[config.mk]
export PLATFORM = sky130hd
export DESIGN_NAME = elevator_scheduler_flat
export DESIGN_NICKNAME = d
export VERILOG_FILES = /design/src/rtl/elevator_pkg.sv /design/src/rtl/elevator_scheduler_if.sv /design/src/rtl/elevator_scheduler_scan_target_sel.sv /design/src/rtl/elevator_scheduler.sv /design/src/flat_wrapper.sv
export SDC_FILE = /design/constraint.sdc
export NUM_CORES = 1
export LEC_CHECK = 0
export CAP_MARGIN = 10
export CORE_AREA = 2 2 72 74
export DETAILED_ROUTE_END_ITERATION = 6
export DIE_AREA = 0 0 74 76
export PLACE_DENSITY = 0.76
export SETUP_SLACK_MARGIN = 0.1
export SLEW_MARGIN = 20
export SYNTH_ARGS = -nofsm -noshare
export SYNTH_HDL_FRONTEND = slang
export SYNTH_SLANG_ARGS = --single-unit
[constraint.sdc]
create_clock -name clk -period 3.3 [get_ports clk]
set_input_delay 0.495 -clock clk [delete_from_list [all_inputs] [get_ports clk]]
set_output_delay 0.495 -clock clk [all_outputs]
set_load 0.01 [all_outputs]
[src/rtl/elevator_pkg.sv]
// elevator_pkg: shared defaults, floor/delta types and controller states
// for the elevator scheduler.
package elevator_pkg;

    localparam int NUM_FLOORS_DEF = 4;
    localparam int FLOOR_W_DEF    = 2;

    typedef logic [FLOOR_W_DEF-1:0]        floor_t;
    typedef logic signed [FLOOR_W_DEF+1:0] delta_t;

    typedef enum logic [2:0] {
        IDLE,
        START,
        WAIT_ACK,
        MOVING,
        DOOR_OPEN,
        FAULT
    } state_e;

endpackage

[src/rtl/elevator_scheduler_if.sv]
// elevator_scheduler_if: keypad, door buttons, motor handshake and status
// bundle; master is the scheduler side, slave the environment side.
interface elevator_scheduler_if #(
    parameter int NUM_FLOORS = elevator_pkg::NUM_FLOORS_DEF,
    parameter int FLOOR_W    = elevator_pkg::FLOOR_W_DEF
) ();

    logic                  call_valid;
    logic [FLOOR_W-1:0]    call_floor;
    logic                  open_btn;
    logic                  close_btn;
    logic                  move_busy;
    logic                  move_start;
    logic [FLOOR_W+1:0]    move_delta;
    logic                  door_open;
    logic [FLOOR_W-1:0]    cur_floor;
    logic                  dir_up;
    logic [NUM_FLOORS-1:0] pending;
    logic                  fault;

    modport master (
        input  call_valid, call_floor, open_btn, close_btn, move_busy,
        output move_start, move_delta, door_open, cur_floor, dir_up,
        output pending, fault
    );

    modport slave (
        output call_valid, call_floor, open_btn, close_btn, move_busy,
        input  move_start, move_delta, door_open, cur_floor, dir_up,
        input  pending, fault
    );

endinterface

[src/rtl/elevator_scheduler_scan_target_sel.sv]
// scan_target_sel: combinational SCAN pick of the next target floor
// from the pending mask, current floor and travel direction.
module scan_target_sel
    import elevator_pkg::*;
#(
    parameter int NUM_FLOORS = NUM_FLOORS_DEF,
    parameter int FLOOR_W    = FLOOR_W_DEF
) (
    input  logic [NUM_FLOORS-1:0] pending,
    input  logic [FLOOR_W-1:0]    cur_floor,
    input  logic                  dir_up,
    output logic [FLOOR_W-1:0]    target,
    output logic                  new_dir,
    output logic                  valid
);

    logic [FLOOR_W-1:0] w_above;
    logic [FLOOR_W-1:0] w_below;
    logic               w_has_above;
    logic               w_has_below;

    // Scan orders make the last hit the nearest one on each side.
    always_comb begin
        w_above     = '0;
        w_below     = '0;
        w_has_above = 1'b0;
        w_has_below = 1'b0;
        for (int i = NUM_FLOORS - 1; i >= 0; i--) begin
            if (pending[i] && i > int'(cur_floor)) begin
                w_above     = FLOOR_W'(i);
                w_has_above = 1'b1;
            end
        end
        for (int i = 0; i < NUM_FLOORS; i++) begin
            if (pending[i] && i < int'(cur_floor)) begin
                w_below     = FLOOR_W'(i);
                w_has_below = 1'b1;
            end
        end
    end

    always_comb begin
        valid   = w_has_above | w_has_below;
        target  = cur_floor;
        new_dir = dir_up;
        if (dir_up) begin
            if (w_has_above) begin
                target = w_above;
            end else if (w_has_below) begin
                target  = w_below;
                new_dir = 1'b0;
            end
        end else begin
            if (w_has_below) begin
                target = w_below;
            end else if (w_has_above) begin
                target  = w_above;
                new_dir = 1'b1;
            end
        end
    end

endmodule

[src/rtl/elevator_scheduler.sv]
// elevator_scheduler: call latching, SCAN dispatch, motor handshake, door dwell.
// Build option ELEVATOR_ACK_TIMEOUT_EN adds a motor-ack timeout with sticky fault.
module elevator_scheduler
    import elevator_pkg::*;
#(
    parameter int NUM_FLOORS   = NUM_FLOORS_DEF,
    parameter int FLOOR_W      = FLOOR_W_DEF,
    parameter int DWELL_CYCLES = 300_000_000
`ifdef ELEVATOR_ACK_TIMEOUT_EN
   ,parameter int ACK_TIMEOUT  = 1_000_000
`endif
) (
    input  logic                 clk,
    input  logic                 rst,
    elevator_scheduler_if.master bus
);

    localparam int            DW         = $clog2(DWELL_CYCLES + 1);
    localparam logic [DW-1:0] DWELL_LOAD = DW'(DWELL_CYCLES - 1);

    state_e                r_state;
    logic [FLOOR_W-1:0]    r_cur;
    logic [FLOOR_W-1:0]    r_target;
    logic                  r_dir;
    logic [NUM_FLOORS-1:0] r_pend;
    logic                  r_door;
    logic                  r_start;
    logic [FLOOR_W+1:0]    r_delta;
    logic [DW-1:0]         r_dwell;

    logic [FLOOR_W-1:0]    w_target;
    logic                  w_new_dir;
    logic                  w_valid;
    logic                  w_call_ok;
    logic                  w_reload;
    logic                  w_here;
    logic                  w_clr_en;
    logic [FLOOR_W-1:0]    w_clr_floor;
    logic [NUM_FLOORS-1:0] w_set;
    logic [NUM_FLOORS-1:0] w_clr;
    logic [FLOOR_W+1:0]    w_delta;

    scan_target_sel #(
        .NUM_FLOORS (NUM_FLOORS),
        .FLOOR_W    (FLOOR_W)
    ) u_scan (
        .pending   (r_pend),
        .cur_floor (r_cur),
        .dir_up    (r_dir),
        .target    (w_target),
        .new_dir   (w_new_dir),
        .valid     (w_valid)
    );

    assign w_delta = {2'b00, w_target} - {2'b00, r_cur};

    // A call to the open floor only extends the dwell; set beats clear.
    always_comb begin
        w_call_ok   = bus.call_valid && (int'(bus.call_floor) < NUM_FLOORS);
        w_reload    = w_call_ok && (r_state == DOOR_OPEN)
                      && (bus.call_floor == r_cur);
        w_here      = 1'b0;
        w_clr_floor = (r_state == MOVING) ? r_target : r_cur;
        for (int i = 0; i < NUM_FLOORS; i++) begin
            w_here = w_here | (r_pend[i] && r_cur == FLOOR_W'(i));
        end
        w_clr_en = ((r_state == IDLE) && (bus.open_btn || w_here))
                   || ((r_state == MOVING) && !bus.move_busy);
        for (int i = 0; i < NUM_FLOORS; i++) begin
            w_set[i] = w_call_ok && !w_reload
                       && (bus.call_floor == FLOOR_W'(i));
            w_clr[i] = w_clr_en && (w_clr_floor == FLOOR_W'(i));
        end
    end

`ifdef ELEVATOR_ACK_TIMEOUT_EN
    localparam int            AW       = $clog2(ACK_TIMEOUT + 1);
    localparam logic [AW-1:0] ACK_LAST = AW'(ACK_TIMEOUT - 1);
    logic [AW-1:0] r_ack_cnt;
    logic          r_fault;
    assign bus.fault = r_fault;
`else
    assign bus.fault = 1'b0;
`endif

    always_ff @(posedge clk) begin
        if (rst) begin
            r_state  <= IDLE;
            r_cur    <= '0;
            r_target <= '0;
            r_dir    <= 1'b1;
            r_pend   <= '0;
            r_door   <= 1'b0;
            r_start  <= 1'b0;
            r_delta  <= '0;
            r_dwell  <= '0;
`ifdef ELEVATOR_ACK_TIMEOUT_EN
            r_ack_cnt <= '0;
            r_fault   <= 1'b0;
`endif
        end else begin
            r_pend  <= (r_pend & ~w_clr) | w_set;
            r_start <= 1'b0;
            case (r_state)
                IDLE: begin
                    if (bus.open_btn || w_here) begin
                        r_state <= DOOR_OPEN;
                        r_door  <= 1'b1;
                        r_dwell <= DWELL_LOAD;
                    end else if (w_valid) begin
                        r_state  <= START;
                        r_start  <= 1'b1;
                        r_target <= w_target;
                        r_dir    <= w_new_dir;
                        r_delta  <= w_delta;
                    end
                end
                START: begin
                    r_state <= WAIT_ACK;
`ifdef ELEVATOR_ACK_TIMEOUT_EN
                    r_ack_cnt <= '0;
`endif
                end
                WAIT_ACK: begin
                    if (bus.move_busy) begin
                        r_state <= MOVING;
`ifdef ELEVATOR_ACK_TIMEOUT_EN
                    end else if (r_ack_cnt == ACK_LAST) begin
                        r_state <= FAULT;
                        r_fault <= 1'b1;
                        r_delta <= '0;
                    end else begin
                        r_ack_cnt <= r_ack_cnt + 1'b1;
`endif
                    end
                end
                MOVING: begin
                    if (!bus.move_busy) begin
                        r_cur   <= r_target;
                        r_state <= DOOR_OPEN;
                        r_door  <= 1'b1;
                        r_dwell <= DWELL_LOAD;
                    end
                end
                DOOR_OPEN: begin
                    if (bus.open_btn || w_reload) begin
                        r_dwell <= DWELL_LOAD;
                    end else if (bus.close_btn || r_dwell == '0) begin
                        r_door  <= 1'b0;
                        r_state <= IDLE;
                    end else begin
                        r_dwell <= r_dwell - 1'b1;
                    end
                end
                FAULT:   r_door  <= 1'b0;
                default: r_state <= IDLE;
            endcase
        end
    end

    assign bus.move_start = r_start;
    assign bus.move_delta = r_delta;
    assign bus.door_open  = r_door;
    assign bus.cur_floor  = r_cur;
    assign bus.dir_up     = r_dir;
    assign bus.pending    = r_pend;

endmodule

[src/flat_wrapper.sv]
// flat-port wrapper written by rule: the top's interface ports become plain ports
module elevator_scheduler_flat import elevator_pkg::*;
#(
    parameter int NUM_FLOORS   = NUM_FLOORS_DEF,
    parameter int FLOOR_W      = FLOOR_W_DEF,
    parameter int DWELL_CYCLES = 300_000_000

)
  (clk, rst, bus_call_valid, bus_call_floor, bus_open_btn, bus_close_btn, bus_move_busy, bus_move_start, bus_move_delta, bus_door_open, bus_cur_floor, bus_dir_up, bus_pending, bus_fault);
  elevator_scheduler_if #(.NUM_FLOORS(NUM_FLOORS), .FLOOR_W(FLOOR_W)) bus_i ();
  input  logic clk;
  input  logic rst;
  input wire logic [$bits(bus_i.call_valid)-1:0] bus_call_valid;
  input wire logic [$bits(bus_i.call_floor)-1:0] bus_call_floor;
  input wire logic [$bits(bus_i.open_btn)-1:0] bus_open_btn;
  input wire logic [$bits(bus_i.close_btn)-1:0] bus_close_btn;
  input wire logic [$bits(bus_i.move_busy)-1:0] bus_move_busy;
  output wire logic [$bits(bus_i.move_start)-1:0] bus_move_start;
  output wire logic [$bits(bus_i.move_delta)-1:0] bus_move_delta;
  output wire logic [$bits(bus_i.door_open)-1:0] bus_door_open;
  output wire logic [$bits(bus_i.cur_floor)-1:0] bus_cur_floor;
  output wire logic [$bits(bus_i.dir_up)-1:0] bus_dir_up;
  output wire logic [$bits(bus_i.pending)-1:0] bus_pending;
  output wire logic [$bits(bus_i.fault)-1:0] bus_fault;
  assign bus_i.call_valid = bus_call_valid;
  assign bus_i.call_floor = bus_call_floor;
  assign bus_i.open_btn = bus_open_btn;
  assign bus_i.close_btn = bus_close_btn;
  assign bus_i.move_busy = bus_move_busy;
  assign bus_move_start = bus_i.move_start;
  assign bus_move_delta = bus_i.move_delta;
  assign bus_door_open = bus_i.door_open;
  assign bus_cur_floor = bus_i.cur_floor;
  assign bus_dir_up = bus_i.dir_up;
  assign bus_pending = bus_i.pending;
  assign bus_fault = bus_i.fault;
  elevator_scheduler #(.NUM_FLOORS(NUM_FLOORS), .FLOOR_W(FLOOR_W), .DWELL_CYCLES(DWELL_CYCLES)) u_core (.clk(clk), .rst(rst), .bus(bus_i));
endmodule
* Word-level counts from Yosys, hierarchy flattened
Cells that the tools add are included.
** Operators by class
- Bitwise gates (word level) :: 11
- Add/sub/neg operators :: 2
- Order comparisons :: 6
- Eq/ne operators :: 22
- Reduce and logical (&&, ||, !) cells :: 42
- Muxes and demuxes :: 40
** Operators with widths (count)
- $mux 29 :: 4
- $pmux 29 s3 :: 1
- $logic_not 29->1 :: 1
- $sub 29x1->29 const B :: 1
- $logic_and 1x1->1 :: 23
- $mux 2 :: 10
- $mux 3 :: 6
- $pmux 3 s6 :: 1
- $mux 1 :: 17
- $eq 2x2->1 const B :: 6
- $ne 2x2->1 const B :: 5
- $eq 2x1->1 const B :: 3
- $eq 3x2->1 const B :: 2
- $eq 3x3->1 const B :: 2
- $logic_not 2->1 :: 3
- $ne 3x3->1 const B :: 2
- $reduce_and 6->1 :: 1
- $reduce_and 5->1 :: 1
- $and 4x4->4 :: 1
- $gt 2x2->1 const A :: 2
- $logic_or 1x1->1 :: 4
- $lt 1x2->1 const A :: 2
- $not 1->1 :: 4
- $not 4->4 :: 1
- 16 further kinds :: 20
** Storage, ports and cells
- Bits of input ports :: 8
- Register bits :: 47

* Longest topological paths before layout
Gate-level depths: netlist of the first run.
- Word-level depth :: 12
- Mapped depth :: 11
- Mapped depth without buffers :: 10

* Hierarchy
Synthesis of the first run repeated with hierarchy kept, for this count alone.
** Second synthesis, totals
- Cell total of the unflattened synthesis :: 324
- Area, all modules :: 2695.1 µm²
** Modules (own cells, without submodules)
- elevator_scheduler :: instances 1, cells an instance 290, area each 2501.1 µm²
- scan_target_sel :: instances 1, cells an instance 34, area each 193.9 µm²

* Worst setup path after synthesis of the first run
No wires, ideal clock.
- Kind :: flip-flop to flip-flop
- Start :: register u_core.r_cur[0], in the netlist u_core.bus.cur_floor[0]
- End :: register u_core.r_dwell[14]
- Data arrival time :: 2145 ps
- Setup slack :: 1022 ps
- Required time :: 3167 ps
- Stages on the path, launching flop included :: 8
- Cells stage by stage :: dfxtp_1 mux4_2 or2_2 a211o_1 o21a_1 buf_2 a22oi_1 nor2_1
** On the way
- Word-level cells in the longest chain between the ends :: 8
** Ends and longest elaborated chain
- start, declared :: line elevator_scheduler.sv:22 : logic [FLOOR_W-1:0] r_cur;
- start signal, assigned :: line elevator_scheduler.sv:139 : r_cur <= r_target;
- $eq 2x1->1 or $logic_not 2->1 (tied branches) :: line elevator_scheduler.sv:65 : w_here = w_here | (r_pend[i] && r_cur == FLOOR_W'(i));
- $logic_and 1x1->1 :: line elevator_scheduler.sv:65
- $or 1x1->1 (3 in a row) :: line elevator_scheduler.sv:65
- $logic_or 1x1->1 :: line elevator_scheduler.sv:106 : if (bus.open_btn || w_here) begin
- $ne 2x2->1 (no line)
- $reduce_and 4->1 (no line)
- end signal, assigned :: line elevator_scheduler.sv:152 : r_dwell <= r_dwell - 1'b1;
- end, declared :: line elevator_scheduler.sv:29 : logic [DW-1:0] r_dwell;
Several ways; a longest one is shown, not always the timed one.
A chain may end at the register's enable or synchronous reset.

* Final worst setup path of the first run
- Start :: register u_core.r_dwell[4]
- End :: register u_core.r_dwell[19]
** On the way
- Word-level cells in the longest chain between the ends :: 4
** Ends and longest elaborated chain
- $sub 29x1->29 or $logic_not 29->1 (tied branches) :: line elevator_scheduler.sv:152, elevator_scheduler.sv:148
- $mux 29 or $logic_or 1x1->1 (tied branches) :: line elevator_scheduler.sv:148 : end else if (bus.close_btn || r_dwell == '0) begin
- $mux 29 or $ne 3x3->1 (tied branches)
- $pmux 29 s3 or $reduce_and 4->1 (tied branches)
Several ways; a longest one is shown, not always the timed one. The select of a mux whose other input is x is not followed.

==> results.toml, run 1 <==
[timing]
grt_setup_unrepaired = "no"
final-max-slew-violation-count = 0
period_needed_ps = 2720
period_share_pct = 82.6
relSlewSlack_pct = 49.1
tightest_slew_ps = 760
setup_viol = 0
hold_violations = 0
fmax_ghz = 0.367
skew_ps = 7.18
setup_tns_ps = 0

[power]
clkPwrFrac_pct = 26.9
power_switching_mw = 0.442
p_leak_nw = 1.02
p_seq_share_pct = 48.9
internal-power_mw = 0.912
combinationalPowerShare_pct = 24.2
sw_frac_of_total_pct = 32.6
irDropWorstVdd_mv = 0.285
power.density_nw_per_um2 = 462
totalPowerFinal_mw = 1.35

[placed_design]
dp_hpwl_um = 4220
place_congestion = 0.835
portBuffers = 20
placedCellCount = 395

[floorplanning]
die_height_um = 76
rows = 26
pin_count = 22
fp.dieW_um = 74
core_um2 = 4910
initial_core_util_pct = 52.8
die_area_um2 = 5620

[synth]
postSynthCellCount = 319
yosys_warnings = 0
syn_nets = 331
synth_seq_area_share_pct = 35.5
syn_area_um2 = 2590
avgSynthCellArea_um2 = 8.13
synth.distinct_cells = 56
synthArstFlopShare_pct = 0
synth-edff-count = 0
synth_flop_cell = "dfxtp_1"
ys_seq_elements = 46

[final_layout]
area_growth_pct = 12.9
layout-drive-gt1-share_pct = 8.71
fin_nets = 344
diodes = 0
mostFrequentLayoutCell = "dfxtp_1"
fin_cells = 403
final_cell_mix = "dfxtp_1 (46), nor2_1 (33), a21oi_1 (32)"

[clock_tree]
clk_latency_ps = 310
numCtsBuffers = 5
path_clk_slew_ps = 80
post_cts_buffers = 0
cts_tree = "done"
clock_path_buffers = 2
cts_root_buffer = "clkbuf_8"
numClockSinks = 46
postCtsHoldBufs = 0
cts-htree-levels = 2
ctsResizeCount = 0

[worst_setup_path]
startpoint_type = "flop"
end_kind = "flop"
crit_type = "flop to flop"
critical_path_required_ps = 3530
path_max_fanout = 9
worstReg2RegEnd = "u_core.r_dwell[19]"
reg2reg_from = "u_core.r_dwell[4]"
arrival_ps = 2960
worst-r2r-cell-count = 6
rrSetupSlack_ps = 580

[hold_path]
hold_start = "u_core.r_dwell[7]"
min_path_cells = 1
hold_class = "flop to flop"
min_to = "u_core.r_dwell[7]"

[detailed_routing]
wirelength_um = 6070
via_count = 2419
dr.first_iter.drc_count = 180
routedWlPerCell_um = 15.1
dr.pass1.iters = 4
drc = 0
routed_via_density = 6.00
final_antenna_net_count = 0

[global_routing]
grt_pass1_vias = 2247
grt_overflow = 0
grt_pass1_wl_um = 10300
antenna_found_initial = 0
grt_max_degree = 31
track_usage_pct = 22.7

[outcome]
outcome = "completed"

[run]
drv_cap = 0
==> metal layers <==
layer / global-route usage (%) / part of all wire, % / vias up
li1: - / - / 1209
met1: 30.2 / 47 / 1148
met2: 35.9 / 48 / 52
met3: 4.63 / 3.7 / 10
met4: 8.55 / 1.2 / 0
met5: 0 / 0 / -
==> flip-flops by register name (all words and copies together), names as in the netlist <==
signal / cells
u_core.bus.move_delta: 3
u_core.bus.pending: 4
u_core.bus.dir_up: 1
u_core.r_dwell: 29
u_core.bus.door_open: 1
u_core.r_target: 2
u_core.bus.move_start: 1
u_core.r_state: 3
u_core.bus.cur_floor: 2
==> through the flow <==
| step | worst slack [ps] | hold slack [ps] | util, % | instance area (um2) |
|---|---|---|---|---|
| final | 575 | 473 | 59.6 | 2930 |
| after floorplan | 1020 | 440 | - | 2590 |
| after CTS | 617 | 480 | 59.6 | 2930 |
| after global placement | 549 | 460 | 57.8 | 2840 |
| after detailed placement | 482 | 468 | 57.8 | 2840 |
| after global routing | 361 | 507 | 59.6 | 2930 |
==> power groups by stage <==
| stage | sequential, mW | clock (mW) | combinational, mW |
|---|---|---|---|
| after floorplan | 0.658 | 0 | 0.249 |
| after global placement | 0.672 | 0 | 0.319 |
| after detailed placement | 0.674 | 0 | 0.325 |
| after CTS | 0.661 | 0.368 | 0.327 |
| after global routing | 0.670 | 0.389 | 0.368 |
| final | 0.662 | 0.364 | 0.327 |
==> worst max-delay path: stages (launching register included) <==
cell and delay (ps):
dfxtp_1 370, or4_1 660, nor4_2 380, a31oi_1 340, o21ai_1 550, o21ai_0 190, a21oi_1 160
==> cells in the mapped netlist, types with 2 or more instances <==
library cell / number / area, um2
a211oi_1: 5 / 37.5
a21oi_1: 32 / 160
a311oi_1: 13 / 114
a31oi_1: 5 / 31.3
a32o_1: 2 / 20.0
and2_1: 4 / 25.0
buf_2: 6 / 30.0
buf_4: 2 / 15.0
clkbuf_1: 13 / 48.8
dfxtp_1: 46 / 921
ha_1: 3 / 37.5
inv_1: 14 / 52.6
mux2i_1: 5 / 50.1
nand2_1: 17 / 63.8
nand2b_1: 7 / 43.8
nand3_1: 8 / 40.0
nand3b_1: 3 / 22.5
nand4_1: 3 / 18.8
nor2_1: 33 / 124
nor2b_1: 2 / 12.5
nor3_1: 13 / 65.1
nor3b_1: 2 / 15.0
nor4_1: 2 / 12.5
nor4_2: 3 / 37.5
nor4b_1: 4 / 35.0
o2111ai_1: 2 / 17.5
o211a_1: 2 / 20.0
o211ai_1: 2 / 15.0
o21a_1: 3 / 22.5
o21ai_0: 18 / 90.1
o21ai_1: 2 / 10.0
o22ai_1: 2 / 12.5
o311ai_0: 2 / 17.5
or2_2: 4 / 25.0
or3_1: 3 / 18.8
or4_1: 8 / 60.1
xnor2_1: 2 / 17.5
xor2_1: 4 / 35.0
==> cell families after synthesis <==
group,Yosys count,synth area share (%)
buffers and inverters,36,6.08
multiplexers,7,3.23
other,1,0.145
AND/OR/NAND/NOR,121,26.3
flip-flops,46,35.5
XOR/XNOR,6,2.03
adder cells (fa/ha/maj),4,2.22
AO/OA/AOI/OAI,98,24.5
==> how the worst max path moves through the flow <==
stage	startpoint	slack, ps	end
6_report	u_core.r_dwell[4]	580	u_core.r_dwell[19]
5_1_grt	u_core.r_dwell[4]	360	u_core.r_dwell[19]
4_1_cts	u_core.r_dwell[4]	620	u_core.r_dwell[19]
3_5_place_dp	bus_call_floor[1]	480	u_core.r_dwell[21]
3_3_place_gp	bus_call_floor[1]	550	u_core.r_dwell[12]
2_1_floorplan	u_core.bus.cur_floor[0]	1020	u_core.r_dwell[14]
==> cell type report <==
type                            instances  area [um2]
Clock buffer                            7        86.3
Tap cell                               70        87.6
Clock inverter                          1        5.00
Fill cell                             454        1980
Timing Repair Buffer                   28         260
Multi-Input combinational cell        237        1520
Sequential cell                        46         921
Inverter                               14        52.6
(Power assumes the default switching activity.)
==> inputs of run 2 (changes only) <==
--- a/config.mk
+++ b/config.mk
@@ -6,10 +6,10 @@
 export NUM_CORES = 1
 export LEC_CHECK = 0
 export CAP_MARGIN = 10
-export CORE_AREA = 2 2 72 74
+export CORE_AREA = 2 2 74 76
 export DETAILED_ROUTE_END_ITERATION = 6
-export DIE_AREA = 0 0 74 76
-export PLACE_DENSITY = 0.76
+export DIE_AREA = 0 0 76 78
+export PLACE_DENSITY = 0.75
 export SETUP_SLACK_MARGIN = 0.1
 export SLEW_MARGIN = 20
 export SYNTH_ARGS = -nofsm -noshare
==> constraint.sdc (replaced) <==
create_clock -name clk -period 2.3 [get_ports clk]
set_input_delay 0.345 -clock clk [delete_from_list [all_inputs] [get_ports clk]]
set_output_delay 0.345 -clock clk [all_outputs]
set_load 0.01 [all_outputs]
==> results.toml, run 2 (synthesis results as in run 1) <==
[outcome]
outcome = "completed"

[floorplanning]
fp.dieW_um = 76
core_um2 = 5040
die_area_um2 = 5930
die_height_um = 78
initial_core_util_pct = 51.5
rows = 26
pin_count = 22

[detailed_routing]
final_antenna_net_count = 0
via_count = 2651
dr.first_iter.drc_count = 161
routed_via_density = 6.07
routedWlPerCell_um = 16.6
drc = 0
dr.pass1.iters = 4
wirelength_um = 7270

[global_routing]
track_usage_pct = 24.0
grt_max_degree = 16
grt_pass1_wl_um = 11500
grt_pass1_vias = 2504
grt_overflow = 0
antenna_found_initial = 0

[worst_setup_path]
cp_num_cells = 6
reg2reg_from = "u_core.r_dwell[2]"
path_max_fanout = 7
cp-endpoint = "u_core.r_dwell[11]"
cpPeakStageDelay_ps = 600
worstReg2RegEnd = "u_core.r_dwell[11]"
cp_top_family = "simple AND/OR/NAND/NOR gates"
rrSetupSlack_ps = 80
worst_path_max_delay_cell = "or4_1"
end_kind = "flop"
path_cells = "or4_1, or2_2, nor2_1, nand2_1, or3_1, a21oi_1"
arrival_ps = 2460
worst-r2r-cell-count = 6
startpoint = "u_core.r_dwell[2]"
startpoint_type = "flop"
crit_type = "flop to flop"
critical_path_required_ps = 2540
crit_buf_inv = 0

[final_layout]
fin_nets = 379
fin_cells = 437
fin_util_pct = 67.9
fill_cells = 415
diodes = 0
layout-drive-gt1-share_pct = 28.6
final_cell_mix = "dfxtp_1 (40), buf_4 (39), nor2_1 (31)"
mostFrequentLayoutCell = "dfxtp_1"
area_growth_pct = 32.0
largest_register = "u_core.r_dwell"
stdcell_area_um2 = 3420
largest_register_ff_count = 29

[timing]
whs_ps = 481
hold_violations = 0
period_needed_ps = 2220
period_share_pct = 96.5
skew_ps = 5.78
setup_tns_ps = 0
tightest_slew_ps = 577
final-max-slew-violation-count = 0
fmax_ghz = 0.450
relSlewSlack_pct = 61.0
grt_setup_unrepaired = "yes"
setup_viol = 0

[clock_tree]
numClockSinks = 46
clk_latency_ps = 300
cts_root_buffer = "clkbuf_8"
clock_path_buffers = 2
cts-htree-levels = 2
numCtsBuffers = 5
path_clk_slew_ps = 80
cts_tree = "done"

[placed_design]
dp_hpwl_um = 4950
place_congestion = 0.963
portBuffers = 20
postPlaceCellArea_um2 = 3100
placedCellCount = 427

[power]
irDropWorstVdd_mv = 0.574
power.density_nw_per_um2 = 623
p_leak_nw = 1.22

[run]
drv_cap = 0

[hold_path]
hold_class = "flop to flop"
[run 2: changes by cell type in the layout (fill, tap and decap cells not counted), moves of 3 or more]
cell and delta:
buf_4 +31, dfxtp_2 +6, dfxtp_1 -6, or4_1 -5, a21oi_1 -9, a311oi_2 +10, nor3_2 +3, a311oi_1 -10
or4_4 +5, nor3_1 -3, a21oi_2 +9, buf_6 +3
[run 2: metal layers]
metal | up-vias | part of all wire (%) | global-route usage [%] | routed length, um
li1 | 1278 | - | - | -
met1 | 1292 | 43 | 28.3 | 3100
met2 | 64 | 51 | 40.5 | 3720
met3 | 17 | 3.7 | 5.58 | 270
met4 | 0 | 2.5 | 13.1 | 179
met5 | - | 0 | 0 | 0
[run 2: area by class of cell]
cell class / instances / area [um2] / area share, %
Clock buffer: 7 / 76.3 / 2.23
Inverter: 14 / 52.6 / 1.53
Multi-Input combinational cell: 237 / 1730 / 50.6
Sequential cell: 46 / 928 / 27.1
Tap cell: 70 / 87.6 / 2.56
Timing Repair Buffer: 63 / 547 / 16.0
[run 2: worst min-delay path by stage]
stage | startpoint | depth (start not counted) | to
floorplan | u_core.r_target[0] | 2 | u_core.bus.cur_floor[0]
global placement | u_core.r_dwell[11] | 2 | u_core.r_dwell[11]
detailed placement | u_core.r_dwell[16] | 1 | u_core.r_dwell[16]
CTS | u_core.r_dwell[16] | 1 | u_core.r_dwell[16]
global route | u_core.r_dwell[17] | 1 | u_core.r_dwell[17]
finish | u_core.r_dwell[17] | 1 | u_core.r_dwell[17]
[run 2: power breakdown]
group          switching, mW  internal [mW]  total (mW)
clock                  0.264          0.210       0.474
sequential            0.0624          0.866       0.929
combinational          0.392          0.338       0.730
[run 2: what timing repair did]
action | in CTS | in global routing
pin swaps | 1 | 10
setup endpoints to repair | 29 | 32
resized for setup | 10 | 40
hold buffers | 0 | 0
setup buffers | 1 | 2
[run 2: metrics by stage]
| step | setup WS, ps | total power, mW |
|---|---|---|
| after floorplan | 101 | 1.31 |
| after global placement | 39.8 | 1.53 |
| after detailed placement | -47.1 | 1.55 |
| after CTS | 75.0 | 2.05 |
| after global routing | -14.7 | 2.24 |
| final | 79.9 | 2.13 |
==> inputs of run 3 (changes only) <==
--- a/config.mk
+++ b/config.mk
@@ -7,6 +7,7 @@
 export LEC_CHECK = 0
 export CAP_MARGIN = 10
 export CORE_AREA = 2 2 74 76
+export CTS_CLUSTER_DIAMETER = 50
 export DETAILED_ROUTE_END_ITERATION = 6
 export DIE_AREA = 0 0 76 78
 export PLACE_DENSITY = 0.75
==> results of run 3 <==
No change in the layout: final DEF, timing and power equal those of run 2.
